<file path="src/rtl/drr_scheduler.sv">
// Deficit-round-robin arbiter for the memory-request queues.
// Optional per-queue grant counters are built when DRR_STATS_EN is defined.
module drr_scheduler #(
    parameter int NUMBER_OF_QUEUES = 4,
    parameter int REGISTER_SIZE    = 32
) (
    input  logic                                           clock,
    input  logic                                           reset,
    input  logic [NUMBER_OF_QUEUES-1:0][REGISTER_SIZE-1:0] quanta,
    input  logic [NUMBER_OF_QUEUES-1:0][REGISTER_SIZE-1:0] costs,
    input  logic [NUMBER_OF_QUEUES-1:0]                    empty,
    input  logic                                           flush,
    input  logic                                           ready,
    output logic                                           valid,
    output logic [$clog2(NUMBER_OF_QUEUES)-1:0]            selection,
    output logic                                           grant,
    output logic [NUMBER_OF_QUEUES-1:0][REGISTER_SIZE-1:0] grant_counts,
    output logic [1:0]                                     dbg_state
);

    localparam int PW = $clog2(NUMBER_OF_QUEUES);
    localparam int W  = REGISTER_SIZE;

    typedef enum logic [1:0] {
        IDLE    = 2'd0,
        ADVANCE = 2'd1,
        SERVE   = 2'd2
    } state_t;

    state_t                            state, state_next;
    logic [PW-1:0]                     pointer;
    logic [NUMBER_OF_QUEUES-1:0][W-1:0] deficit;

    logic [W-1:0]  cur_cost;
    logic          found;
    logic [PW-1:0] next_q;
    logic [PW-1:0] idx_q;
    int            idx;
    logic [W:0]    sum;
    logic [W-1:0]  sat_deficit;

    // Handshake: valid is a pure function of state/empty/costs/deficit and never
    // looks at ready; a transaction is consumed on any cycle with valid & ready.
    assign cur_cost  = (costs[pointer] == '0) ? W'(1) : costs[pointer];
    assign valid     = (state == SERVE) && !empty[pointer] && (cur_cost <= deficit[pointer]);
    assign grant     = valid && ready;
    assign selection = pointer;
    assign dbg_state = state;

    // Rotating search starting just after pointer and wrapping back onto it.
    always_comb begin
        found  = 1'b0;
        next_q = pointer;
        idx    = 0;
        idx_q  = '0;
        for (int k = 1; k <= NUMBER_OF_QUEUES; k++) begin
            idx   = (int'(pointer) + k) % NUMBER_OF_QUEUES;
            idx_q = PW'(idx);
            if (!found && !empty[idx_q]) begin
                found  = 1'b1;
                next_q = idx_q;
            end
        end
    end

    assign sum         = {1'b0, deficit[next_q]} + {1'b0, quanta[next_q]};
    assign sat_deficit = sum[W] ? '1 : sum[W-1:0];

    always_comb begin
        state_next = state;
        case (state)
            IDLE:    if (!(&empty)) state_next = ADVANCE;
            ADVANCE: state_next = found ? SERVE : IDLE;
            SERVE:   if (!grant && !valid) state_next = ADVANCE;
            default: state_next = IDLE;
        endcase
        if (flush) state_next = IDLE;
    end

    always_ff @(posedge clock or negedge reset) begin
        if (!reset) state <= IDLE;
        else        state <= state_next;
    end

    always_ff @(posedge clock or negedge reset) begin
        if (!reset) begin
            pointer <= PW'(NUMBER_OF_QUEUES - 1);
            deficit <= '0;
        end else if (flush) begin
            pointer <= PW'(NUMBER_OF_QUEUES - 1);
            deficit <= '0;
        end else begin
            case (state)
                ADVANCE: begin
                    if (found) begin
                        pointer         <= next_q;
                        deficit[next_q] <= sat_deficit;
                    end
                end
                SERVE: begin
                    if (grant)
                        deficit[pointer] <= deficit[pointer] - cur_cost;
                    else if (empty[pointer])
                        deficit[pointer] <= '0; // idle queue forfeits its credit
                end
                default: ;
            endcase
        end
    end

`ifdef DRR_STATS_EN
    logic [NUMBER_OF_QUEUES-1:0][W-1:0] counts;

    always_ff @(posedge clock or negedge reset) begin
        if (!reset)     counts <= '0;
        else if (flush) counts <= '0;
        else if (grant) counts[pointer] <= counts[pointer] + W'(1);
    end

    assign grant_counts = counts;
`else
    assign grant_counts = '0;
`endif

endmodule

</file>
<file path="config.mk">
export PLATFORM = sky130hd
export DESIGN_NAME = drr_scheduler
export DESIGN_NICKNAME = d
export VERILOG_FILES = /design/src/rtl/drr_scheduler.sv
export SDC_FILE = /design/constraint.sdc
export NUM_CORES = 1
export LEC_CHECK = 0
export CAP_MARGIN = 30
export CORE_MARGIN = 3
export CORE_UTILIZATION = 51
export CTS_CLUSTER_SIZE = 16
export DETAILED_ROUTE_END_ITERATION = 16
export PLACE_DENSITY = 0.83
export REMOVE_ABC_BUFFERS = 1
export SYNTH_ARGS = -nofsm -noshare
export SYNTH_HDL_FRONTEND = slang
export SYNTH_SLANG_ARGS = --single-unit
</file>
<file path="constraint.sdc">
create_clock -name clock -period 8 [get_ports clock]
set_input_delay 0.8 -clock clock [delete_from_list [all_inputs] [get_ports clock]]
set_output_delay 0.8 -clock clock [all_outputs]
set_load 0.01 [all_outputs]
</file>
==> impl_metrics.toml <==
[worst_setup_path]
crit_path_max_fanout = 55
critical_path_class = "reg2reg"
startpoint = "selection[1]$_DFFE_PN1P_"
start_kind = "flip-flop"
worst_setup_path_end_kind = "flip-flop"
cp.arrival_ns = 7.22
r2r-start = "selection[1]$_DFFE_PN1P_"
cp.required_ns = 8.31

[yosys]
async_reset_ff_share_pct = 100
yosys-top-cells-count = "nand2_1 (248), dfrtp_1 (130), buf_4 (128), clkbuf_1 (93), nor2_1 (93)"
synthFlopType = "dfrtp_1"
synth_most_common_cell = "nand2_1"
ys_ff_latch = 132
post_synth.cell_area_avg_um2 = 8.18
ys.warnings.count = 0
ys_seq_area_share_pct = 21.7
synth_cells = 1860
synth_top_cell_by_area = "dfrtp_1"
synth_edf_count = 0
synth_top_cell_area_share_pct = 21.4
syn-cell-area_um2 = 15200
yosysUniqueCellTypes = 87
synthTopCellsByArea = "dfrtp_1 (21%), mux4_2 (9.6%), buf_4 (6.3%), nand2_1 (6.1%), ha_1 (5.6%)"

[placement]
hpwlAfterDp_um = 42600
place_congestion = 1.02
portBuffers = 269
placed_area_um2 = 17700

[grt]
grtUsageTotal_pct = 34.7
antenna_found_initial = 1
grt_pass1_vias = 15800
grt_max_degree = 68
gr-total-overflow = 0
grt_first_pass_wirelength_um = 86300

[cells_and_area]
syn_to_final_growth_pct = 20.9
nNetsFinal = 2381
layout.area.seq_um2 = 3310
design_area_um2 = 18400
diodes = 0
layout-drive-gt1-share_pct = 8.25
n_fill_cell = 2361
post-route-util_pct = 63.4
multiInputGateArea_um2 = 10700

[sta]
period_share_pct = 86.4
relSlewSlack_pct = 28.4
rsz0062_at_grt = "no"
tightest_slew_ns = 1.07
slew_viol_final = 0
finClkSkew_ns = 0.00972
period_minus_slack_ns = 6.92
whs_ns = 0.448
finalSetupViolCount = 0
fmax_mhz = 145
finalHoldViolCount = 0

[detailed_routing]
ant_nets = 0
first_pass_iters = 7
drt_wl_total_um = 58300
wl_per_cell_um = 23.9
viasPerCell = 6.79
num_vias = 16600
first_iter_violations = 2230
drc_errors = 0

[clock_network]
cts_tree = "built"
htree_num_levels = 4
clkTransAtPathRegs_ns = 0.06
cts_buffers = 17
cts_setup_buffers = 0
holdBufCountCts = 0
cts_resized = 0
cts_buffer_depth = 2
clk_latency_ns = 0.43
cts.sinks = 132
root_buffer = "clkbuf_16"

[floorplan]
ios = 398
die_area_um2 = 31900
start_util_pct = 52.4
die_x_um = 179
die_h_um = 179
placementRows = 62
core_area_um2 = 29000

[status]
status = "finished clean"

[run]
maxCapViolCount = 0

[pwr]
ir_drop_uv = 178
power_uw = 6150
powerDensity_nw_per_um2 = 334
cellLeakagePower_uw = 0.00772

[worst_hold_path]
hp-class = "in2async"
## state kept, by name (all words and copies together), names as in the netlist
register   cells
selection      2
deficit      128
dbg_state      2
## final timing paths
kind,endpoint,slack (ns),depth (start not counted)
worst max-delay path,deficit[70]$_DFFE_PN0P_,1.08,20
worst min-delay path,deficit[90]$_DFFE_PN0P_,0.45,1
worst max register to register,deficit[70]$_DFFE_PN0P_,1.08,20
worst min register to register,deficit[119]$_DFFE_PN0P_,0.51,2
max in group asynchronous,selection[0]$_DFFE_PN1P_,6.25,3
min in group clock,deficit[119]$_DFFE_PN0P_,0.51,2
## final cells by class
cell class,instances,area share (%)
inverter,55,1.12
clock inverter,12,1.09
sequential,132,18.0
tap,384,2.61
clock buffer,20,2.54
timing repair buffer,306,16.5
multi-input combinational,1535,58.2
## report_power, final
| part | total [uW] | internal, uW | switching (uW) | leakage [uW] |
|---|---|---|---|---|
| logic | 4150 | 1520 | 2620 | 0.00564 |
| registers | 1110 | 879 | 227 | 0.00176 |
| clock network | 894 | 578 | 315 | 0.000319 |
| total | 6150 | 2980 | 3170 | 0.00772 |
## critical path, stage by stage, from the launching register on
cell       delay (ns)
dfstp_4          1.06
inv_1            0.28
ha_1             0.45
a211oi_1         0.22
nor2_1           0.10
o2111ai_4        0.29
buf_4            0.37
buf_4            0.51
a211oi_1         0.09
a31oi_1          0.29
ha_1             0.36
a211oi_2         0.23
o21ai_2          0.15
o21ai_2          0.22
a31oi_2          0.25
o31ai_4          0.47
nand2_1          0.32
buf_4            0.36
nor2_1           0.31
o22ai_1          0.15
a22o_1           0.26
## per-stage QoR
stage	setup TNS [ns]	std cells	setup WS [ns]
2_1_floorplan	-202.75	1722	-1.80
3_3_place_gp	0	2404	1.46
3_5_place_dp	0	2410	1.24
4_1_cts	0	2442	1.24
5_1_grt	0	2444	0.590
6_report	0	2444	1.08
## logic make-up (layout without fill, tap and decap cells)
logic type	Yosys count	after routing	synth area share (%)
DFF	132	132	21.7
adders and majority gates	70	70	5.86
and+or+nand+nor	551	551	17.1
buffers and inverters	320	393	11.4
AOI/OAI and AO/OA	655	655	30.4
xor gates and xnor gates	59	59	3.40
other	1	128	0.0247
muxes	72	72	10.1
## cell usage in the layout (no fill, tap or decap), types with 28 or more instances in the layout
cell             synthesis  routed
a211oi_1                72      72
a21oi_1                 85      85
a22o_1                  59      59
a22oi_1                 28      28
a31oi_1                 86      86
and2_1                  72      72
buf_4                  128      32
clkdlybuf4s50_1          0     268
conb_1                   1     128
dfrtp_1                130     130
ha_1                    68      68
inv_1                   54      54
mux4_2                  65      65
nand2_1                248     248
nand3_1                 36      36
nor2_1                  93      93
o21ai_0                 81      80
o22ai_1                 44      43
xnor2_1                 28      28
xor2_1                  31      31
## layer usage
metal  routed length [um]  share of wire [%]  vias up  track usage [%]
met2                25600                 44     1382             54.7
li1                     -                  -     7139                -
met4                 3520                6.0        4             16.5
met3                 9090                 16      347             14.3
met1                20000                 34     7727             41.1
met5                   83               0.14        -             1.92
Power figures use the tool's default switching activity.
